<file path="config.mk">
export PLATFORM = sky130hd
export DESIGN_NAME = fetch_sequencer
export DESIGN_NICKNAME = d
export VERILOG_FILES = /design/src/rtl/fetch_sequencer.sv
export SDC_FILE = /design/constraint.sdc
export NUM_CORES = 1
export LEC_CHECK = 0
export CORE_MARGIN = 4
export CORE_UTILIZATION = 52
export DETAILED_ROUTE_END_ITERATION = 10
export HOLD_SLACK_MARGIN = 0.08
export PLACE_DENSITY = 0.86
export SLEW_MARGIN = 20
export SYNTH_ARGS = -nofsm -noshare
export SYNTH_HDL_FRONTEND = slang
export SYNTH_SLANG_ARGS = --single-unit
</file>
<file path="constraint.sdc">
create_clock -name clk -period 8 [get_ports clk]
set_input_delay 2 -clock clk [delete_from_list [all_inputs] [get_ports clk]]
set_output_delay 2 -clock clk [all_outputs]
set_load 0.05 [all_outputs]
</file>
<file path="src/rtl/fetch_sequencer.sv">
// Fetch-stage PC sequencer: drives stall/change/npc to the PC register, arbitrates
// redirects (exception > jr > branch/jump), holds a redirect that arrives while the
// PC is stalled, runs the imem request/ready handshake and counts stall cycles.
module fetch_sequencer #(
  parameter logic [31:0] RESET_PC   = 32'h0000_3000,
  parameter logic [31:0] EXC_VECTOR = 32'h0000_4180,
  parameter int unsigned DELAY_SLOT = 1,
  parameter int unsigned TIMEOUT    = 16
) (
  input  logic        clk,
  input  logic        reset,
  input  logic        hz_stall,
  input  logic        mdu_busy,
  input  logic        br_valid,
  input  logic [31:0] br_target,
  input  logic        jr_valid,
  input  logic [31:0] jr_target,
  input  logic        exc_valid,
  input  logic        imem_ready,
  output logic        imem_req,
  output logic [31:0] imem_addr,
  output logic        pc_stall,
  output logic        pc_change,
  output logic [31:0] pc_npc,
  output logic        flush_fd,
  output logic        fetch_err,
  output logic [31:0] stall_cnt
);

  localparam logic [1:0] ST_BOOT = 2'd0;
  localparam logic [1:0] ST_RUN  = 2'd1;
  localparam logic [1:0] ST_WAIT = 2'd2;

  localparam logic [7:0] TIMEOUT_C = 8'(TIMEOUT);

  logic [1:0]  state_q, state_d;
  logic [31:0] pc_q, pc_d;
  logic        pend_v_q, pend_v_d;
  logic [1:0]  pend_pri_q, pend_pri_d;
  logic [31:0] pend_tgt_q, pend_tgt_d;
  logic [7:0]  wait_cnt_q, wait_cnt_d;
  logic [7:0]  wait_cnt_inc;
  logic        fetch_err_q, fetch_err_d;
  logic [31:0] stall_cnt_q, stall_cnt_d;

  logic        mem_stall;
  logic [1:0]  new_pri;
  logic [31:0] new_tgt;
  logic        take_new;
  logic        sel_v;
  logic [1:0]  sel_pri;
  logic [31:0] sel_tgt;

  // Encode this cycle's incoming redirect; priority 0 means none.
  always_comb begin
    new_pri = 2'd0;
    new_tgt = 32'd0;
    if (exc_valid) begin
      new_pri = 2'd3;
      new_tgt = EXC_VECTOR;
    end else if (jr_valid) begin
      new_pri = 2'd2;
      new_tgt = jr_target;
    end else if (br_valid) begin
      new_pri = 2'd1;
      new_tgt = br_target;
    end
  end

  // Pick between the new redirect and the held one; ties go to the newer request.
  always_comb begin
    take_new = (new_pri != 2'd0) && (new_pri >= pend_pri_q);
    sel_v    = take_new | pend_v_q;
    sel_pri  = take_new ? new_pri : pend_pri_q;
    sel_tgt  = take_new ? new_tgt : pend_tgt_q;
  end

  // Outputs to the PC register and imem; reset forces a quiet, stalled interface.
  always_comb begin
    imem_req  = ~reset & (state_q != ST_BOOT);
    imem_addr = pc_q;
    mem_stall = imem_req & ~imem_ready;
    pc_stall  = reset | hz_stall | mdu_busy | mem_stall | (state_q == ST_BOOT);
    pc_change = ~reset & sel_v;
    pc_npc    = pc_change ? sel_tgt : 32'd0;
    // Branch/jr leave the delay-slot instruction alive; exceptions always kill it.
    flush_fd  = pc_change & ~pc_stall & ((sel_pri == 2'd3) | (DELAY_SLOT == 0));
    fetch_err = fetch_err_q;
    stall_cnt = stall_cnt_q;
  end

  // Handshake FSM plus imem wait timeout.
  always_comb begin
    state_d      = state_q;
    wait_cnt_inc = (wait_cnt_q == 8'hFF) ? 8'hFF : wait_cnt_q + 8'd1;
    wait_cnt_d   = 8'd0;
    fetch_err_d  = fetch_err_q;
    unique case (state_q)
      ST_BOOT: state_d = ST_RUN;
      ST_RUN:  state_d = imem_ready ? ST_RUN : ST_WAIT;
      ST_WAIT: begin
        if (imem_ready) begin
          state_d = ST_RUN;
        end else begin
          wait_cnt_d = wait_cnt_inc;
          if (wait_cnt_inc >= TIMEOUT_C) fetch_err_d = 1'b1;
        end
      end
      default: state_d = ST_BOOT;
    endcase
  end

  // PC tracking, pending-redirect capture and the stall counter.
  always_comb begin
    pc_d       = pc_q;
    pend_v_d   = pend_v_q;
    pend_pri_d = pend_pri_q;
    pend_tgt_d = pend_tgt_q;
    if (pc_stall) begin
      if (take_new) begin
        pend_v_d   = 1'b1;
        pend_pri_d = new_pri;
        pend_tgt_d = new_tgt;
      end
    end else begin
      pc_d       = pc_change ? pc_npc : pc_q + 32'd4;
      pend_v_d   = 1'b0;
      pend_pri_d = 2'd0;
      pend_tgt_d = 32'd0;
    end
    stall_cnt_d = stall_cnt_q;
    if (pc_stall && (stall_cnt_q != 32'hFFFF_FFFF)) stall_cnt_d = stall_cnt_q + 32'd1;
  end

  // State registers with synchronous reset.
  always_ff @(posedge clk) begin
    if (reset) begin
      state_q     <= ST_BOOT;
      pc_q        <= RESET_PC;
      pend_v_q    <= 1'b0;
      pend_pri_q  <= 2'd0;
      pend_tgt_q  <= 32'd0;
      wait_cnt_q  <= 8'd0;
      fetch_err_q <= 1'b0;
      stall_cnt_q <= 32'd0;
    end else begin
      state_q     <= state_d;
      pc_q        <= pc_d;
      pend_v_q    <= pend_v_d;
      pend_pri_q  <= pend_pri_d;
      pend_tgt_q  <= pend_tgt_d;
      wait_cnt_q  <= wait_cnt_d;
      fetch_err_q <= fetch_err_d;
      stall_cnt_q <= stall_cnt_d;
    end
  end

endmodule

</file>
==> metrics, run 1 <==
status finished with violations; violated checks DRC; largest net degree at the start of global routing 48; die span in y about 120 um; via count 6803; Synth top area share roughly 36%; DRC 1; most used cell, CP buf_4; CTS resizes 0; r2r startpoint pend_pri_q[1]; # nets final 977; Hold Path Sink pend_tgt_q[29]; RSZ-0062 raised after global routing false; post-synth cell types 74; cells along the critical path clkdlybuf4s50_1, buf_4, or2_2, ha_1, o22ai_1, o211ai_1, nand2_1, buf_4, nor2_1, buf_12; combinational power share 22.9%; CP Capture Type output pin; Hold Path Class flop to flop; FF+latch area 0.00220 sq mm; Remaining Overflow, GRT 0; largest cells by area after synthesis dfxtp_1, a21oi_1, nor2_1; initial DRC count 863; crit path DAT 5150 ps; CTS HTree Levels 3; vias per cell 6.49; slowest stage delay, CP between 500 and 600 ps; leakage power 2.96 nW; startpoint types primary input; switching share of power 31.6%; die width 116 um; DP HPWL between 15 and 20 mm; row cnt 39; layout cells sized above 1 9.05%; reg2reg path depth 9; syn avg cell area 8.03 sq um; fraction of registers with async set/reset 0%; DIE AREA 0.0134 sq mm; crit share post-route 89.4%; slowest CP cell nand2_1; Final ANT Viol Nets 0; Max transition margin approximately 31%; RR Endpoint imem_addr[24]; HP Start pend_tgt_q[29]; Synth Net Count 829; footprint of the multi-input gates about 0.0036 sq mm; Seq pwr share 43.6%; clock network power share 33.4%; Skew-Pair Late Insertion Delay 370 ps; Top FF cell, synth dfxtp_1; Syn Inst Count 753; fin. max-slew vios 0; Yosys warnings 0; FILL cells between 800 and 900; Int Pwr about 900 uW; area delta synth->final 40.0%; total track usage 31.2%; register area share after synthesis 36.4%; dominant cell type by area after synthesis dfxtp_1; clk_skew roughly 9.6 ps; critical path required time 6000 ps; CORE AREA 0.0114 sq mm; clock tree sinks 110; CTS Buffer Depth 2; Peak VDD IR 0.157 mV; first-pass GRT wire length 33.0 mm; flip-flop and latch count after synthesis 110; measured slew at the worst slew-check pin 1030 ps; vias in the first global route 6232; CTS buffer count 9; drt wl/cell 20.3 um; max-cap violations 0; Clock Tree Root clkbuf_16; cts hold-fix bufs 0; Ports 173; 1st-pass router iterations 8; fin util 74.1%; Clock transition at path regs 80 ps; Worst Setup Path Type primary input to output pin; Reg2Reg Setup Slack 4850 ps; Max Clk Rate 140 MHz; Hold Path Stages 2; Starting Density a little over half; final setup fails 0; Final Hold Viols 0; Net Sw Power 416 uW; gpl congestion 0.908; Inserted Diodes 0; Port-buffer cells 172; initial antenna violation count 0; number of synthesized flops with an enable pin 0; CP Max Fanout 23; DRT Wirelength 21.3 mm; CTS tree built; post-CTS setup buffers 0; total negative slack 0 ps; cell area after synthesis 0.00605 sq mm; Power Density between 150 and 200 mW/mm^2; Final Critical Period 7150 ps
-- synth_stat cells (all sizes together) (17+ instances only) --
master	count
dfxtp	110
nor2	89
a21oi	71
nand3	42
nand2	40
clkbuf	33
o21ai	32
nor3	27
a22oi	23
inv	20
a22o	19
nand4	19
o31ai	17
or4	17
-- sequential cells by signal (all words and copies together) (netlist names) --
name        count
pend_tgt_q     32
imem_addr      32
state_q         2
pend_pri_q      2
pend_v_q        1
fetch_err       1
wait_cnt_q      8
stall_cnt      32
-- critical path: cells and delay by family --
family | cells | cell delay, ps
fa+ha+maj | 1 | 400
buf+inv | 4 | 1180
simple gates | 3 | 1130
compound gates | 2 | 430
-- routing by layer --
metal | up-vias | track usage [%] | part of all wire, %
met1 | 3220 | 40.7 | 40
met5 | - | 0 | 0
met2 | 387 | 50.3 | 47
li1 | 3154 | - | -
met3 | 42 | 6.95 | 9.6
met4 | 0 | 12.3 | 2.7
-- layout by cell type (no fill, tap or decap), drive strengths merged, types with 19 or more instances in the layout --
master,count
o21ai,32
a22oi,23
inv,24
nor2,89
nand3,42
buf,49
nand2,40
a21oi,71
clkdlybuf4s50,137
a22o,19
nor3,27
nand4,19
dfxtp,110
-- power by group through the flow --
stage	registers [mW]	logic (mW)	clock network [mW]
finish	0.575	0.303	0.441
global placement	0.587	0.291	0
global route	0.577	0.318	0.463
CTS	0.575	0.298	0.441
detailed placement	0.588	0.297	0
floorplan	0.598	0.155	0
-- worst max path at each step --
stage                         start         to  slack (ps)  cells after the start
after floorplan            jr_valid   flush_fd         660                     11
after global placement    exc_valid  pc_npc[5]         980                     10
after detailed placement  exc_valid  pc_npc[5]         900                     10
after CTS                 exc_valid  pc_npc[5]         890                     10
after global routing      exc_valid  pc_npc[5]         680                     10
final                     exc_valid  pc_npc[5]         850                     10
-- metrics by stage --
| stage | std cells | area, sq um | hold slack (ps) | worst slack (ps) | power [mW] |
|---|---|---|---|---|---|
| detailed placement | 1033 | 8190 | 452 | 903 | 0.884 |
| CTS | 1049 | 8460 | 462 | 892 | 1.31 |
| global placement | 1033 | 8190 | 451 | 982 | 0.878 |
| floorplan | 753 | 6050 | 437 | 664 | 0.753 |
| finish | 1049 | 8460 | 458 | 846 | 1.32 |
| global route | 1049 | 8460 | 497 | 684 | 1.36 |
-- cells by family after synthesis --
family	after synthesis	share of synthesized area (%)
AO/OA/AOI/OAI	243	28.0
XOR/XNOR	10	1.45
adder cells (fa/ha/maj)	5	0.993
buffers and inverters	70	4.80
flip-flops	110	36.4
multiplexers	12	2.01
AND/OR/NAND/NOR	303	26.3
-- layout make-up --
type	count	area share, %
Tap cell	143	2.11
Clock inverter	6	0.576
Multi-Input combinational cell	573	42.1
Clock buffer	10	2.71
Inverter	21	0.931
Sequential cell	110	26.0
Timing Repair Buffer	186	25.5
Power figures use the tool's default switching activity.
==> run 2, diff against run 1 <==
--- a/config.mk
+++ b/config.mk
@@ -7,10 +7,10 @@
 export LEC_CHECK = 0
 export CORE_MARGIN = 4
 export CORE_UTILIZATION = 52
+export CTS_BUF_LIST = sky130_fd_sc_hd__clkbuf_16
 export DETAILED_ROUTE_END_ITERATION = 10
 export HOLD_SLACK_MARGIN = 0.08
 export PLACE_DENSITY = 0.86
-export SLEW_MARGIN = 20
 export SYNTH_ARGS = -nofsm -noshare
 export SYNTH_HDL_FRONTEND = slang
 export SYNTH_SLANG_ARGS = --single-unit
==> run 2 against run 1 <==
Effect of this change:
- the flow still finishes with violations (DRC)
- die area is the same
- critical path depth is the same
- sequential share of layout area is the same
- highest routed layer unchanged
==> metrics, run 2 (same netlist as run 1, synthesis figures left out) <==
reg2reg path depth 9 (unchanged); Inserted Diodes 0 (unchanged); Net Sw Power 416 uW (about the same); drt wl/cell 20.3 um (about the same); crit path launch exc_valid; DRT Wirelength 21.3 mm (about the same); Seq pwr share 43.7% (about the same); clk_skew 8.57 ps (-1.04 ps); CTS tree built; Port-buffer cells 172 (unchanged); startpoint types primary input; initial antenna violation count 0 (unchanged); initial DRC count 863 (unchanged); layout cells sized above 1 9.05% (unchanged); vias per cell 6.50 (+0.16%); total track usage 31.2% (unchanged); Power Density 156 mW/mm^2 (-0.12%); total negative slack 0 ps (unchanged); DIE AREA 0.0134 sq mm (unchanged); row cnt 39 (unchanged); Int Pwr 901 uW (-0.14%); CP Max Fanout 23 (unchanged); Reg2Reg Setup Slack 4850 ps (about the same); fin. max-slew vios 0 (unchanged); Hold Path Sink pend_tgt_q[29]; 1st-pass router iterations 8 (unchanged); FILL cells 852 (unchanged); Worst Setup Path Type primary input to output pin; Max transition margin 30.9% (about the same); Final Critical Period 7160 ps (+1.05 ps); critical path required time 6000 ps (about the same); RSZ-0062 raised after global routing false; violated checks DRC; clock tree sinks 110 (unchanged); CORE AREA 0.0114 sq mm (unchanged); clock network power share 33.3% (about the same); RR Endpoint imem_addr[24]; Remaining Overflow, GRT 0 (unchanged); Clock Tree Root clkbuf_16; leakage power 2.96 nW (+0.14%); status finished with violations; Hold Path Stages 2 (unchanged); crit share post-route 89.4% (about the same); final worst slack 845 ps (-1.05 ps); HP Start pend_tgt_q[29]; die width 116 um (unchanged); area delta synth->final 40.0% (unchanged); DRC 1 (unchanged); CTS Buffer Depth 2 (unchanged); Starting Density 52.9% (unchanged); crit path DAT 5160 ps (about the same); post-CTS setup buffers 0 (unchanged); DP Worst Slack 903 ps (unchanged); Final Hold Viols 0 (unchanged); CP Capture Type output pin; Clock transition at path regs 80 ps (about the same); Hold Path Class flop to flop; r2r startpoint pend_pri_q[1]; Skew-Pair Late Insertion Delay 370 ps (about the same); switching share of power 31.6% (about the same); max-cap violations 0 (unchanged); gpl congestion 0.908 (unchanged); DP HPWL 15.7 mm (unchanged); most common cell after layout, fill and taps aside clkdlybuf4s50_1; Final ANT Viol Nets 0 (unchanged); Peak VDD IR 0.157 mV (-0.25%); die span in y 116 um (unchanged); Ports 173 (unchanged); combinational power share 23.0% (about the same); measured slew at the worst slew-check pin 1030 ps (+0.0427 ps); CTS resizes 0 (unchanged); most frequent cells in the layout clkdlybuf4s50_1, dfxtp_1, nor2_1, a21oi_1, nand3_1; first-pass GRT wire length 33.0 mm (unchanged); via count 6814 (+0.16%); cts hold-fix bufs 0 (unchanged); CTS buffer count 9 (unchanged); CTS HTree Levels 3 (unchanged); # nets final 977 (unchanged); Max Clk Rate 140 MHz (about the same); final setup fails 0 (unchanged); vias in the first global route 6232 (unchanged); largest net degree at the start of global routing 48 (unchanged)
run 2: changes by cell type in the layout (fill, tap and decap cells not counted):
cell and delta:
clkbuf_1 -1, inv_1 +1
run 2: stage by stage:
step	instance area, sq um	cells	utilization (%)	hold slack (ps)	total power, mW
floorplan	6050	753	-	437	0.753
global placement	8190	1033	71.7	451	0.878
detailed placement	8190	1033	71.7	452	0.884
CTS	8460	1049	74.1	462	1.31
global route	8460	1049	74.1	497	1.36
finish	8460	1049	74.1	458	1.32
run 2: how the worst max path moves through the flow:
stage	end	slack, ps	cells after the start
after floorplan	flush_fd	660	11
after global placement	pc_npc[5]	980	10
after detailed placement	pc_npc[5]	900	10
after CTS	pc_npc[5]	890	10
after global routing	pc_npc[5]	680	10
final	pc_npc[5]	840	10
run 2: worst max-delay path, stage by stage:
cell             delay (ps)
clkdlybuf4s50_1         390
buf_4                   210
or2_2                   290
ha_1                    400
o22ai_1                 180
o211ai_1                250
nand2_1                 570
buf_4                   400
nor2_1                  270
buf_12                  180
run 2: layer usage:
layer / up-vias / global-route usage, % / share of wire (%)
li1: 3157 / - / -
met1: 3229 / 40.7 / 40
met2: 386 / 50.3 / 48
met3: 42 / 6.95 / 9.5
met4: 0 / 12.3 / 2.7
met5: - / 0 / 0
run 2: area by class of cell:
type	count	area (sq um)	area share, %
inverter	21	78.8	0.931
clock buffer	9	225	2.66
sequential	110	2200	26.0
clock inverter	7	52.6	0.621
timing repair buffer	186	2160	25.5
tap	143	179	2.11
multi-input combinational	573	3560	42.1
run 2: power groups by stage:
stage	logic, mW	clock network [mW]	registers (mW)
finish	0.303	0.439	0.575
global route	0.318	0.462	0.577
CTS	0.298	0.441	0.575
detailed placement	0.297	0	0.588
global placement	0.291	0	0.587
floorplan	0.155	0	0.598
==> run 3, diff against run 2 <==
--- a/config.mk
+++ b/config.mk
@@ -7,9 +7,9 @@
 export LEC_CHECK = 0
 export CORE_MARGIN = 4
 export CORE_UTILIZATION = 52
-export CTS_BUF_LIST = sky130_fd_sc_hd__clkbuf_16
 export DETAILED_ROUTE_END_ITERATION = 10
 export HOLD_SLACK_MARGIN = 0.08
+export MAX_ROUTING_LAYER = met4
 export PLACE_DENSITY = 0.86
 export SYNTH_ARGS = -nofsm -noshare
 export SYNTH_HDL_FRONTEND = slang
==> run 3 against run 2 <==
Effect of this change:
- the run now ends clean
- via count is 1.2% higher
- global-route usage is 1.3 points higher
- register-to-register slack better by 110 ps
- first-iteration DRC count is 7.3% higher
- wire length is 1.7% higher
- maximum frequency is 0.14% higher
- die area stayed put
- critical path type unchanged
- highest routed layer unchanged
==> metrics, run 3 (same netlist as run 1, synthesis figures left out) <==
status complete, no violations; Clock Tree Root clkbuf_16; total negative slack 0 ps (unchanged); final setup fails 0 (unchanged); CP Capture Type output pin; Port-buffer cells 172 (unchanged); Int Pwr 908 uW (+0.82%); DIE AREA 0.0134 sq mm (unchanged); CP endpoint pc_npc[28]; DRT Wirelength 21.6 mm (+1.7%); CTS tree built; Seq pwr share 43.2% (-0.5 points); FILL cells 867 (+1.8%); post-CTS setup buffers 0 (unchanged); # nets final 978 (+0.10%); vias per cell 6.56 (+0.97%); clock network power share 34.0% (+0.7 points); DP HPWL 16.0 mm (+1.9%); most common cell after layout, fill and taps aside clkdlybuf4s50_1; largest net degree at the start of global routing 48 (unchanged); layout cells sized above 1 9.26% (+0.21 points); total track usage 32.5% (+1.3 points); Reg2Reg Setup Slack 4960 ps (+110 ps); Worst Setup Path Type primary input to output pin; CTS resizes 0 (unchanged); Final Critical Period 7140 ps (-10.1 ps); fin. max-slew vios 0 (unchanged); combinational power share 22.9% (about the same); footprint of the multi-input gates 0.00356 sq mm (unchanged); die span in y 116 um (unchanged); DP Area 0.00819 sq mm (about the same); RR Endpoint imem_addr[24]; DRC 0 (-1); Max transition margin 38.5% (+7.5 points); Final Hold Viols 0 (unchanged); startpoint types primary input; Clock transition at path regs 80 ps (about the same); initial antenna violation count 1 (+1); CTS HTree Levels 3 (unchanged); first-pass GRT wire length 33.6 mm (+1.8%); vias in the first global route 6587 (+5.7%); CP Max Fanout 23 (unchanged); row cnt 39 (unchanged); r2r startpoint pend_pri_q[1]; Power Density 157 mW/mm^2 (+0.84%); 1st-pass router iterations 5 (-3); Remaining Overflow, GRT 0 (unchanged); Max Clk Rate 140 MHz (+0.14%); area delta synth->final 40.5%; clk_skew 8.12 ps (-0.453 ps); CTS buffer count 9 (unchanged); most frequent cells in the layout clkdlybuf4s50_1, dfxtp_1, nor2_1, a21oi_1, nand3_1; Hold Path Class flop to flop; Starting Density 52.9% (unchanged); measured slew at the worst slew-check pin 920 ps (-113 ps); critical path required time 6000 ps (about the same); gpl congestion 0.948 (+4.5%); CORE AREA 0.0114 sq mm (unchanged); crit share post-route 89.3% (-0.13 points); max-cap violations 0 (unchanged); crit path launch exc_valid; Ports 173 (unchanged); Skew-Pair Late Insertion Delay 360 ps (about the same); cts hold-fix bufs 0 (unchanged); Peak VDD IR 0.111 mV (-29%); clock tree sinks 110 (unchanged); Net Sw Power 425 uW (+2.1%); FF+latch area 0.00220 sq mm (unchanged); drt wl/cell 20.6 um (+1.5%); switching share of power 31.9% (+0.26 points); die width 116 um (unchanged); leakage power 2.97 nW (+0.32%); Finished Cell Area 0.00850 sq mm (+0.37%); crit path DAT 5140 ps (-20 ps); RSZ-0062 raised after global routing false; Final ANT Viol Nets 0 (unchanged); CTS Buffer Depth 2 (unchanged); via count 6893 (+1.2%); reg2reg path depth 8 (-1); initial DRC count 926 (+7.3%)
-- run 3: worst min-delay path by stage --
stage | from | end | cells after the start
detailed placement | fetch_err | fetch_err | 1
global route | pend_tgt_q[29] | pend_tgt_q[29] | 2
CTS | pend_tgt_q[29] | pend_tgt_q[29] | 2
global placement | fetch_err | fetch_err | 1
floorplan | pend_tgt_q[29] | pend_tgt_q[29] | 2
finish | pend_tgt_q[29] | pend_tgt_q[29] | 2
-- run 3: metrics by stage --
stage	cells	hold slack [ps]	power (mW)	worst slack (ps)	util (%)
after global routing	1051	512	1.37	777	74.4
after global placement	1034	450	0.878	1080	71.8
after detailed placement	1034	464	0.885	937	71.8
after CTS	1050	489	1.33	906	74.4
final	1051	495	1.33	855	74.4
after floorplan	753	437	0.753	664	-
-- run 3: final cells by class --
cell class | instances | share of cell area, %
antenna | 1 | 0.0295
clock buffer | 9 | 2.65
clock inverter | 7 | 0.869
inverter | 21 | 0.928
multi-input combinational | 573 | 42.0
sequential | 110 | 25.9
tap | 143 | 2.11
timing repair buffer | 187 | 25.5
-- run 3: critical path, stage by stage --
cell and delay (ps):
clkdlybuf4s50_1 400, buf_4 220, or2_2 300, ha_1 420, o22ai_1 180, o21ai_2 700, mux2i_1 570, nor2_1 150
buf_12 180
-- run 3: power groups by stage --
stage	clock network, mW	registers, mW	logic (mW)
after detailed placement	0	0.587	0.298
after floorplan	0	0.598	0.155
final	0.453	0.575	0.305
after CTS	0.451	0.575	0.300
after global placement	0	0.587	0.292
after global routing	0.474	0.577	0.319
-- run 3: layer usage --
layer / track usage (%) / vias up / wire [um]
met2: 51.3 / 403 / 10200
met3: 6.95 / 55 / 2150
met5: - / - / 0
li1: - / 3154 / -
met1: 42.0 / 3281 / 8720
met4: 9.67 / 0 / 579
